## config.mk

```make
export PLATFORM = sky130hd
export DESIGN_NAME = seq_divider_flat
export DESIGN_NICKNAME = d
export VERILOG_FILES = /design/src/rtl/seq_divider_pkg.sv /design/src/rtl/seq_divider_if.sv /design/src/rtl/seq_divider_step.sv /design/src/rtl/seq_divider.sv /design/src/flat_wrapper.sv
export SDC_FILE = /design/constraint.sdc
export NUM_CORES = 1
export LEC_CHECK = 0
export ABC_AREA = 1
export ABC_CLOCK_PERIOD_IN_PS = 2600
export CAP_MARGIN = 20
export CORE_UTILIZATION = 55
export DETAILED_ROUTE_END_ITERATION = 8
export PLACE_DENSITY = 0.76
export SKIP_LAST_GASP = 1
export SYNTH_ARGS = -nofsm -noshare
export SYNTH_HDL_FRONTEND = slang
export SYNTH_SLANG_ARGS = --single-unit
```

## constraint.sdc

```tcl
create_clock -name clk -period 2.6 [get_ports clk]
set_input_delay 0.39 -clock clk [delete_from_list [all_inputs] [get_ports clk]]
set_output_delay 0.39 -clock clk [all_outputs]
set_load 0.01 [all_outputs]
```

## src/rtl/seq_divider_pkg.sv

```systemverilog
// div_pkg: shared width, op and state encodings for the sequential divider
package div_pkg;
  localparam int XLEN = 32;
  localparam int CNT_W = $clog2(XLEN);
  typedef enum logic [1:0] {
    DIV_OP_DIV  = 2'b00,
    DIV_OP_DIVU = 2'b01,
    DIV_OP_REM  = 2'b10,
    DIV_OP_REMU = 2'b11
  } div_op_e;
  typedef enum logic [1:0] {IDLE, CALC, FIX, DONE} div_state_e;
  function automatic logic [XLEN-1:0] cneg(input logic [XLEN-1:0] v, input logic n);
    return n ? -v : v;
  endfunction
endpackage

```

## src/rtl/seq_divider_if.sv

```systemverilog
// seq_divider_if: start/done request and result bundle of the divider
interface seq_divider_if;
  import div_pkg::*;
  logic            start;
  logic [1:0]      op;
  logic [XLEN-1:0] a;
  logic [XLEN-1:0] b;
  logic            ready;
  logic            busy;
  logic            done;
  logic [XLEN-1:0] result;
  modport master (output start, op, a, b, input ready, busy, done, result);
  modport slave (input start, op, a, b, output ready, busy, done, result);
endinterface

```

## src/rtl/seq_divider_step.sv

```systemverilog
// div_step: one restoring iteration, shift in next dividend bit and trial-subtract
module div_step
  import div_pkg::*;
(
  input  logic [XLEN:0]   rem,
  input  logic [XLEN-1:0] quo,
  input  logic [XLEN-1:0] divisor,
  output logic [XLEN:0]   rem_nxt,
  output logic [XLEN-1:0] quo_nxt
);
  logic [XLEN+1:0] sh;
  logic [XLEN+1:0] trial;
  always_comb begin
    sh = {rem, quo[XLEN-1]};
    trial = sh - {2'b00, divisor};
    rem_nxt = trial[XLEN+1] ? sh[XLEN:0] : trial[XLEN:0];
    quo_nxt = {quo[XLEN-2:0], ~trial[XLEN+1]};
  end
endmodule

```

## src/rtl/seq_divider.sv

```systemverilog
// seq_divider: multi-cycle RV32M DIV/DIVU/REM/REMU, radix-2 restoring, one bit per clock
module seq_divider
  import div_pkg::*;
(
  input  logic        clk,
  input  logic        rst,
  seq_divider_if.slave dif
);
  div_state_e      state, state_nxt;
  logic [CNT_W-1:0] cnt;
  logic [XLEN:0]   rem, rem_nxt;
  logic [XLEN-1:0] quo, quo_nxt, dvs, result;
  logic            is_rem, qsign, rsign, done_r;
  logic            sgn, div0, ovf;
  div_step u_step (
    .rem(rem),
    .quo(quo),
    .divisor(dvs),
    .rem_nxt(rem_nxt),
    .quo_nxt(quo_nxt)
  );
  always_comb begin
    sgn = ~dif.op[0];
    div0 = dif.b == '0;
    ovf = sgn && dif.a == {1'b1, {(XLEN-1){1'b0}}} && &dif.b;
    state_nxt = state;
    case (state)
      IDLE: state_nxt = dif.start ? ((div0 || ovf) ? DONE : CALC) : IDLE;
      CALC: state_nxt = (cnt == '0) ? FIX : CALC;
      FIX:  state_nxt = DONE;
      DONE: state_nxt = IDLE;
      default: state_nxt = IDLE;
    endcase
  end
  always_ff @(posedge clk) begin
    if (rst) state <= IDLE;
    else state <= state_nxt;
  end
  // Operands are reduced to magnitudes at start; signs are reapplied in FIX.
  always_ff @(posedge clk) begin
    if (rst) begin
      cnt <= '0;
      rem <= '0;
      quo <= '0;
      dvs <= '0;
      is_rem <= 1'b0;
      qsign <= 1'b0;
      rsign <= 1'b0;
      result <= '0;
      done_r <= 1'b0;
    end else begin
      done_r <= state == DONE;
      case (state)
        IDLE: if (dif.start) begin
          is_rem <= dif.op[1];
          qsign <= sgn & (dif.a[XLEN-1] ^ dif.b[XLEN-1]);
          rsign <= sgn & dif.a[XLEN-1];
          quo <= cneg(dif.a, sgn & dif.a[XLEN-1]);
          dvs <= cneg(dif.b, sgn & dif.b[XLEN-1]);
          rem <= '0;
          cnt <= CNT_W'(XLEN - 1);
          if (div0) result <= dif.op[1] ? dif.a : '1;
          else if (ovf) result <= dif.op[1] ? '0 : dif.a;
        end
        CALC: begin
          rem <= rem_nxt;
          quo <= quo_nxt;
          cnt <= cnt - CNT_W'(1);
        end
        FIX: result <= is_rem ? cneg(rem[XLEN-1:0], rsign) : cneg(quo, qsign);
        default: ;
      endcase
    end
  end
  assign dif.ready = state == IDLE;
  assign dif.busy = state == CALC;
  assign dif.done = done_r;
  assign dif.result = result;
endmodule

```

## src/flat_wrapper.sv

```systemverilog
// flat-port wrapper written by rule: the top's interface ports become plain ports
module seq_divider_flat import div_pkg::*;
  (clk, rst, dif_start, dif_op, dif_a, dif_b, dif_ready, dif_busy, dif_done, dif_result);
  seq_divider_if dif_i ();
  input  logic clk;
  input  logic rst;
  input wire logic [$bits(dif_i.start)-1:0] dif_start;
  input wire logic [$bits(dif_i.op)-1:0] dif_op;
  input wire logic [$bits(dif_i.a)-1:0] dif_a;
  input wire logic [$bits(dif_i.b)-1:0] dif_b;
  output wire logic [$bits(dif_i.ready)-1:0] dif_ready;
  output wire logic [$bits(dif_i.busy)-1:0] dif_busy;
  output wire logic [$bits(dif_i.done)-1:0] dif_done;
  output wire logic [$bits(dif_i.result)-1:0] dif_result;
  assign dif_i.start = dif_start;
  assign dif_i.op = dif_op;
  assign dif_i.a = dif_a;
  assign dif_i.b = dif_b;
  assign dif_ready = dif_i.ready;
  assign dif_busy = dif_i.busy;
  assign dif_done = dif_i.done;
  assign dif_result = dif_i.result;
  seq_divider u_core (.clk(clk), .rst(rst), .dif(dif_i));
endmodule
```

Word-level counts from Yosys, hierarchy flattened
Index checks and enable logic that the tools add are counted.
{"block": "totals", "reg_bits": 140, "in_bits": 69, "out_inout_bits": 35, "elab_cells": 62}
{"block": "op_classes", "addsub": 6, "n_eq_ne": 6, "n_mux": 22, "bitwise": 6, "n_reduce_logical": 12}
{"cell": "32-bit 2-to-1 mux", "n": 11}
{"cell": "32-bit negation", "n": 4}
{"cell": "32-bit one-hot mux with 2 select lines", "n": 2}
{"cell": "33-bit 2-to-1 mux", "n": 2}
{"cell": "33-bit one-hot mux with 2 select lines", "n": 1}
{"cell": "34-bit by 32-bit subtractor with 34-bit output", "n": 1}
{"cell": "32-bit == test, second input constant", "n": 1}
{"cell": "32-bit zero test", "n": 1}
{"cell": "32-bit AND reduction", "n": 1}
{"cell": "5-bit one-hot mux with 2 select lines", "n": 1}
{"cell": "2-bit one-hot mux with 4 select lines", "n": 1}
{"cell": "2-bit 2-to-1 mux", "n": 3}
{"cell": "5-bit zero test", "n": 1}
{"cell": "5-bit 2-to-1 mux", "n": 1}
{"cell": "5-bit by 1-bit subtractor with 5-bit output, second input constant", "n": 1}
{"cell": "2-bit == test, second input constant", "n": 2}
{"cell": "2-bit AND reduction", "n": 2}
{"cell": "2-bit nonzero test", "n": 2}
{"cell": "1-bit AND", "n": 3}
{"cell": "3-bit by 1-bit != test with 1-bit output, second input constant", "n": 1}
{"cell": "3-bit AND reduction", "n": 1}
{"cell": "2-bit by 1-bit == test with 1-bit output, second input constant", "n": 1}
{"cell": "1-bit logical AND", "n": 2}
{"cell": "2-bit zero test", "n": 1}
{"cell": "4 further kinds", "n": 5}

Depth between registers and ports, before layout
Gate-level depths: netlist of run 1.
{"block": "logic_depth", "word_depth": 7, "mapped_depth": 18, "mapped_depth_nobuf": 17}

Modules after synthesis
Synthesis of run 1 repeated with hierarchy kept, for this count alone.
{"block": "hier_totals", "cells_unflattened": 2570, "area_unflattened_um2": 14114.8}
{"module": "seq_divider", "instances": 1, "cells_each": 1818, "area_per_inst_um2": 10437.5, "seq_area_each_um2": 2802.7}
{"module": "div_step", "instances": 1, "cells_each": 752, "area_per_inst_um2": 3677.3, "seq_area_each_um2": 0.0}

Least setup slack after synthesis of run 1
No wires, ideal clock.
{"block": "synth_timing", "path_type": "register to register", "startpoint": "reg u_core.quo[31]", "endpoint": "reg u_core.rem[28]", "setup_time_ps": 132, "arrival_ps": 1802, "required_time_ps": 2468, "slack_ps": 666, "stages_incl_launch_ff": 17, "path_buffers": 0, "period_less_slack_ps": 1934, "cell_sequence": "dfxtp_1 > inv_1 > ha_1 > inv_1 > fa_1 > nand2_1 > nand2_1 > nand3_1 > nand2_1 > nand2_1 > nand2_1 > nand2_1 > nand3b_1 > nand2_1 > nand3_1 > nand3_1 > a21oi_1"}
{"block": "synth_via", "elab_chain_cells": 3}
{"item": "start, declared", "line": "seq_divider.sv:12", "rtl": "logic [XLEN-1:0] quo, quo_nxt, dvs, result;"}
{"item": "start signal, assigned", "line": "seq_divider.sv:58", "rtl": "quo <= cneg(dif.a, sgn & dif.a[XLEN-1]);"}
{"item": "start signal, assigned", "line": "seq_divider.sv:67", "rtl": "quo <= quo_nxt;"}
{"item": "34-bit by 32-bit subtractor with 34-bit output", "line": "seq_divider_step.sv:15", "rtl": "trial = sh - {2'b00, divisor};"}
{"item": "33-bit 2-to-1 mux", "line": "seq_divider_step.sv:16", "rtl": "rem_nxt = trial[XLEN+1] ? sh[XLEN:0] : trial[XLEN:0];"}
{"item": "33-bit one-hot mux with 2 select lines", "line": "seq_divider.sv:53", "rtl": "case (state)"}
{"item": "end signal, assigned", "line": "seq_divider.sv:66", "rtl": "rem <= rem_nxt;"}
{"item": "end, declared", "line": "seq_divider.sv:11", "rtl": "logic [XLEN:0] rem, rem_nxt;"}
No other way between the ends.
A chain may end at the register's enable or synchronous reset.

Final worst setup path of run 1
{"block": "layout_timing", "startpoint": "reg u_core.dvs[21]", "endpoint": "reg u_core.rem[17]"}
{"block": "layout_via", "elab_chain_cells": 3}
{"item": "start, declared", "line": "seq_divider.sv:12"}
{"item": "start signal, assigned", "line": "seq_divider.sv:59", "rtl": "dvs <= cneg(dif.b, sgn & dif.b[XLEN-1]);"}
{"item": "34-bit by 32-bit subtractor with 34-bit output", "line": "seq_divider_step.sv:15"}
{"item": "33-bit 2-to-1 mux", "line": "seq_divider_step.sv:16"}
{"item": "33-bit one-hot mux with 2 select lines", "line": "seq_divider.sv:53"}
No other way between the ends.

==> results of run 1 <==
-- worst register-to-register path, cell delays in order (launching register included) --
cell,delay (ns)
dfxtp_1,0.35
inv_1,0.10
ha_1,0.44
nand2_1,0.14
nor2_1,0.23
nand2_1,0.12
a21oi_2,0.23
nor2_4,0.10
nand2_4,0.12
nand2_4,0.07
buf_12,0.17
nand3_1,0.09
nand3_1,0.09
a21oi_1,0.17
-- metal layers --
metal  routed length, µm  track usage (%)
met5                 183            5.176
met4                1327            12.79
met3                6322            10.63
met2               20350            58.86
met1               21270            57.51
-- Yosys cell counts (3+ instances only) --
cell / instances
nand2_4: 4
buf_2: 18
a22oi_1: 14
and2_1: 7
nand4_1: 31
nor2_4: 3
dfxtp_1: 140
nor2_1: 210
xnor2_1: 17
o21ai_1: 6
clkbuf_1: 52
buf_1: 10
nand2_1: 632
nand3b_1: 17
inv_1: 313
nor2_2: 12
o31ai_1: 5
or2_2: 7
a21boi_0: 4
inv_2: 6
buf_6: 6
nand3_1: 293
maj3_1: 21
nor3_1: 39
xor2_1: 21
ha_1: 38
o211ai_1: 11
nand2_2: 4
nor4_1: 3
a21oi_1: 170
nand3_2: 5
and3_1: 3
o221ai_1: 8
clkinv_1: 4
o22ai_1: 3
buf_4: 8
a31oi_1: 23
o21ai_0: 113
-- through the flow --
step | instance area (µm²) | utilization (%) | setup slack, ns | total power [µW]
after floorplan | 13110 | - | 0.6656 | 10750
after detailed placement | 14800 | 63.22 | -0.06694 | 14160
after global placement | 14800 | 63.22 | 0.007254 | 13970
final | 15390 | 65.76 | 0.09545 | 17000
after CTS | 15370 | 65.69 | 0.1197 | 16610
after global routing | 15390 | 65.76 | -0.03388 | 18300
-- layout make-up --
cell class,count,share of cell area (%)
inverter,323,7.879
clock inverter,12,0.9106
clock buffer,20,2.838
multi-input combinational,1741,56.25
timing repair buffer,181,11.30
tap,319,2.594
sequential,140,18.23
-- sequential cells by signal, summed over array words and instances, names as in the netlist, 2 cells and up --
register           cells
u_core.dvs            32
u_core.rem            33
u_core.cnt             5
u_core.dif.result     32
u_core.quo            32
u_core.state           2
-- kinds of logic after synthesis --
family | count (synthesis) | synth area share, %
flops | 140 | 21.38
simple gates | 1275 | 42.43
compound gates | 368 | 15.44
xor+xnor | 38 | 2.539
fa+ha+maj | 60 | 5.384
buf+inv | 419 | 12.82
-- where the power goes --
part | internal (µW) | switching [µW] | total (µW)
registers | 2560 | 528 | 3090
logic | 3900 | 7570 | 11500
clock network | 1420 | 1020 | 2440
-- how the worst max path moves through the flow --
| stage | to | slack [ns] | cells after the start |
|---|---|---|---|
| finish | u_core.rem[17] | 0.1 | 13 |
| floorplan | u_core.rem[28] | 0.67 | 16 |
| global placement | u_core.dif.result[1] | 0.007 | 14 |
| global route | u_core.rem[28] | -0.03 | 17 |
| detailed placement | u_core.dif.result[6] | -0.07 | 14 |
| CTS | u_core.rem[15] | 0.12 | 12 |
-- what timing repair did --
item                       in CTS  in global routing
setup buffers                   0                  0
setup endpoints to repair       0                 33
resized for setup               0                  4
hold buffers                    0                  0
==> metrics list, run 1 <==
* Critical Path RT: 2.95 ns
- Ant diodes: 0
- Register area: 2805 µm²
* Setup violation total in the final timing report: 0
* Area share of the largest cell type after synthesis: 21.38%
- Leakage component of the power: 0.007258 µW
* Number of buffers added by the clock tree synthesis step: 17
- Cells traversed along the worst timing path: inv_1, ha_1, nand2_1, nor2_1, nand2_1, a21oi_2, nor2_4, nand2_4, nand2_4, buf_12, nand3_1, nand3_1, a21oi_1
- The count of final max-slew check failures was 0.
- Bufs on Longest Clock Path: 2
- Iteration count of the initial detailed-routing pass: 7
- The clock tree synthesis step divided the H-tree into 4 levels.
- Global-route wire length before repair: 76.49 mm
- The critical path is of the reg2reg type.
- The cell sitting at the root of the clock tree is a clkbuf_16.
- For the pin with the worst max-slew slack, the measured transition is 0.9924 ns.
- In this design, the stage delay of the slowest critical-path cell is 0.44 ns.
- Avg Vias per Cell: 5.860
* Cell Area, Synth: 13110 µm²
* Detailed placer's ending HPWL: 39.14 mm
- Across the run, the number of max-cap violations was 0.
- Start point of the worst hold path: rst
* Minimum clock period: 2.505 ns
* Clk pin slew, worst setup/hold paths: 0.06 ns
- Top cells by area in the synthesized netlist: dfxtp_1 (21%), nand2_1 (18%), nand3_1 (11%)
* Chip Height: 156.4 µm
- Share of layout cells above drive strength 1: 6.744%
- After the last flow step, the layout net total stands at 2512.
* Hold Path Cell Cnt: 2
- STA classifies the critical path startpoint as a flop.
* Vias in the first global route: 14264
- Number of filler instances in the final layout: 2302
- Grouping stages by cell kind, the critical path spends the most delay in simple AND/OR/NAND/NOR gates.
* Area growth, synth to finish: 17.40%
* Buffers on Ports: 103
- The multi-input combinational cells in the finished layout cover a total of 8656 µm².
- Setup slack of the worst register-to-register path: 0.1 ns
- Number of non-filler instances in the completed layout: 2736
- In the final routed layout, each cell accounts on average for 18.07 µm.
- GP Congestion: 1.023
- Critical register-to-register path endpoint: u_core.rem[17]
* Total placed cells including tap cells: 2704
* Final hold slack: 0.3166 ns
- At the worst endpoint, the arrival time is 2.85 ns.
- Status: finished clean
- The die covers 24450 µm².
- Unique masters post-synth: 53
- Starting Density: 56.01%
- The synthesized design contains 140 register bits.
* Worst voltage drop across the vdd grid: 683.6 µV
- Detailed-route DRC error count: 0
- The first routing iteration left 2212 violations.
- I/O pin count: 104
- Most frequent cells in the layout: nand2_1 (632), inv_1 (313), nand3_1 (292)
- Headroom to the max-slew limit came out at 33.77%.
- Entering global routing, the biggest net connects 72 pins.
- Worst setup path startpoint: u_core.dvs[21]
* Yosys top cell by area: dfxtp_1
* Achievable clock frequency: 399.3 MHz
- The final number of hold-violating endpoints came to 0.
* Initial antenna violation count: 0
- Yosys mapped a number of flops with a built-in enable equal to 0.
* Period utilisation layout: 96.33%
- Power density of the placed cells: 1105 nW/µm²
- Remaining antenna violation count: 0
- Fraction of the yosys area taken by sequential cells: 21.38%
- The min-delay analysis places its worst path in the category in2reg.
* Max Fanout on Critical Path: 32
- Slowest CP cell: ha_1
- Of all flip-flops after synthesis, the portion carrying an async set or reset was 0%.
* Capturing element type of the critical path: flop
* Most instantiated flip-flop cell in the synthesis netlist: dfxtp_1
* Insertion delay to the later sink of the worst-skew pair: 0.43 ns
* TritonCTS clock tree: done
- CP bufs+invs: 2
- Placeable core region: 23400 µm²
* Sum of negative setup slack: 0 ns
- Synthesis produced a netlist with a net count of 2408.
* Leading cell type in the layout, fill and taps excluded: nand2_1
- Total clock sinks: 140
- Cell count after synthesis: 2300
- Row Count: 56
* Global route total overflow: 0
- The average instance in the mapped netlist occupies 5.699 µm².
* Setup repair after global routing missed its margin: yes
- Global routing used 40.62% of the available tracks.
- Detailed routing inserted a total of 16034 vias.
* Synthesis Warnings: 0
- For this block, the routed nets add up to 49.45 mm of wire.
* Hold worst-path end: u_core.dif.result[27]
- The startpoint identified for the worst register-to-register timing path is u_core.dvs[21].
- For the worst flop-to-flop path, the logic depth is 13.
* Worst setup skew after layout: 0.008782 ns
* Die outline width: 156.4 µm
Power figures use the tool's default switching activity.
==> run 2: changes to the inputs <==
- CORE_UTILIZATION: 55 -> 45
- PLACE_DENSITY: 0.76 -> default
==> metrics list, run 2 (synthesis gave the netlist of run 1 again) <==
- Entering global routing, the biggest net connects 89 pins.
- CTS H-tree depth: 4
* DIE AREA: 29810 µm²
- Row Count: 62
- Power density of the placed cells: 1084 nW/µm²
* Count of endpoints failing hold in the final timing report: 0
- Cell occurring most often along the worst timing path: nand2_1
- At the end of the flow, the number of nets in the layout was 2549.
- Max FFs per register: 33
- For this run, design rule violations remaining after detail routing come to 0.
- Number of filler instances in the final layout: 3072
- The tree is rooted in a clkbuf_16.
- Total clock sinks: 140
- Violation count after the first detailed-routing iteration: 1846
- The count of final max-slew check failures is 0.
* Area growth, synth to finish: 20.18%
- Iteration count of the initial detailed-routing pass: 7
- Cells with a size suffix above 1 make up 8.476% of the layout.
- Global routing consumed, over all layers together, 33.81% of the routing resources.
* Leading cell type in the layout, fill and taps excluded: nand2_1
- The worst-case IR drop observed on VDD is 836.1 µV.
- Cell class contributing the biggest share of worst-path delay: simple AND/OR/NAND/NOR gates
* Global route total overflow: 0
- At the worst endpoint, the required time is 2.87 ns.
- Across the run, the number of max-cap violations was 0.
- Number of buffers added by the clock tree synthesis step: 17
* Most frequent cells in the layout: nand2_1 (630), inv_1 (312), nand3_1 (293)
- Avg Vias per Cell: 5.558
* Max Fanout on Critical Path: 4
- Remaining antenna violation count: 0
* Register area: 2803 µm²
* Worst setup path startpoint: u_core.dvs[10]
- The finished cells cover 15750 µm².
* Type of element launching the critical path: flop
* Stages on the worst setup path: 14
- For the finished layout, the period the worst path requires is 2.472 ns.
- For this design the static power due to leakage is 0.007422 µW.
- Setup repair after global routing left no endpoint under its margin.
- Routability-driven placement finished with a final weighted congestion of 1.014.
- Via count of the routed design: 15774
* CP bufs+invs: 2
* Setup slack of the worst register-to-register path: 0.13 ns
- The worst register-to-register path has a depth of 14.
- Total power: 17070 µW
- Vias in the first global route: 13964
- For the pin with the worst max-slew slack, the measured transition is 1.028 ns.
- Delay of the slowest cell on the worst path: 0.39 ns
- Setup violation total in the final timing report: 0
- Worst setup skew after layout: 0.01479 ns
- Clock-pin slew was measured on the worst setup and hold paths at 0.07 ns.
- The critical path in this run is classified as reg2reg.
* Detailed placer's ending HPWL: 40.48 mm
* Starting Density: 45.67%
- Critical register-to-register path endpoint: u_core.rem[26]
- Global-route wire length before repair: 78.72 mm
- Worst r2r src: u_core.dvs[10]
- Static timing analysis puts the maximum clock frequency at 404.6 MHz.
- Worst Path Arrival: 2.74 ns
- The worst pin sits at a relative slew slack of 31.48%.
- Ant diodes: 0
- Post-DR wirelength/cell: 17.91 µm
* Insertion delay to the later sink of the worst-skew pair: 0.45 ns
* Chip Height: 172.7 µm
- Final Routed Wirelength: 50.83 mm
- The worst path uses 95.06% of the clock period.
- After floorplanning, the core was sized to cover 28700 µm².
- TritonCTS built the clock tree.
- The worst hold path belongs to the class in2reg.
* Slowest CP cell: ha_1
- Summing all placed instances gives a cell area of 15120 µm².
* Register with the most flip-flops: u_core.rem
- In this run the count of I/O pins placed on the die edge is 104.
* Area of the multi-input gates: 8690 µm²
* Bufs on Longest Clock Path: 2
- In this run the worst setup path terminates at u_core.rem[26].
- Buffers on Ports: 103
* Cells traversed along the worst timing path: inv_1, ha_1, nand2_1, nor2_1, inv_1, nor3_2, and2_1, nand2_1, nand2_1, nand2_1, nand2_1, nand3_1, nand3_1, a21oi_1
- The initial antenna violation count was 0.
* Capturing element type of the critical path: flop
- Die outline width: 172.7 µm
* Status: finished clean
-- run 2: changes by cell type in the layout (fill, tap and decap cells not counted), sizes merged --
| cell | before | now |
|---|---|---|
| buf | 79 | 116 |
| bufinv | 2 | 1 |
| clkbuf | 20 | 18 |
| clkinv | 8 | 12 |
| clkinvlp | 3 | 0 |
| inv | 322 | 324 |
-- run 2: area by class of cell --
class / count / area share, %
clock buffer: 18 / 2.788
clock inverter: 14 / 0.8658
inverter: 323 / 7.697
multi-input combinational: 1741 / 55.16
sequential: 140 / 17.79
tap: 384 / 3.050
timing repair buffer: 218 / 12.64
-- run 2: power breakdown --
group | leakage [µW] | total (µW) | switching, µW | internal [µW]
combinational | 0.00599 | 11600 | 7520 | 4040
clock | 0.000286 | 2440 | 1080 | 1360
sequential | 0.00115 | 3080 | 514 | 2560
total | 0.00742 | 17100 | 9110 | 7960
-- run 2: worst min-delay path by stage --
| stage | startpoint | end | slack [ns] | cells past startpoint |
|---|---|---|---|---|
| after CTS | rst | u_core.cnt[3] | 0.28 | 2 |
| after floorplan | u_core.cnt[3] | u_core.cnt[3] | 0.44 | 1 |
| after global placement | u_core.dif.result[9] | u_core.dif.result[9] | 0.45 | 2 |
| final | rst | u_core.dif.done | 0.29 | 2 |
| after detailed placement | u_core.dif.result[2] | u_core.dif.result[2] | 0.46 | 2 |
| after global routing | rst | u_core.dif.done | 0.30 | 2 |
-- run 2: routing by layer --
layer | up-vias | global-route usage (%) | part of all wire [%]
li1 | 7785 | - | -
met1 | 7230 | 51.94 | 48
met2 | 704 | 48.47 | 40
met3 | 55 | 5.937 | 9.7
met4 | 0 | 7.006 | 1.5
met5 | - | 0 | 0
-- run 2: metrics by stage --
stage          hold slack (ns)  setup WS [ns]  utilization (%)  cells  setup TNS (ns)
2_1_floorplan           0.4437         0.6656                -   2300               0
3_3_place_gp            0.4535       -0.02673            52.69   2805        -0.02673
3_5_place_dp            0.4598       -0.03572            52.69   2805         -0.1170
4_1_cts                 0.2817        0.03971            54.69   2837               0
5_1_grt                 0.3041        0.01115            54.88   2838               0
6_report                0.2917         0.1284            54.88   2838               0
-- run 2: repair_timing --
item	4_1_cts	5_1_grt
setup buffers	0	1
hold buffers	0	0
resized for setup	0	11
setup endpoints to repair	0	31
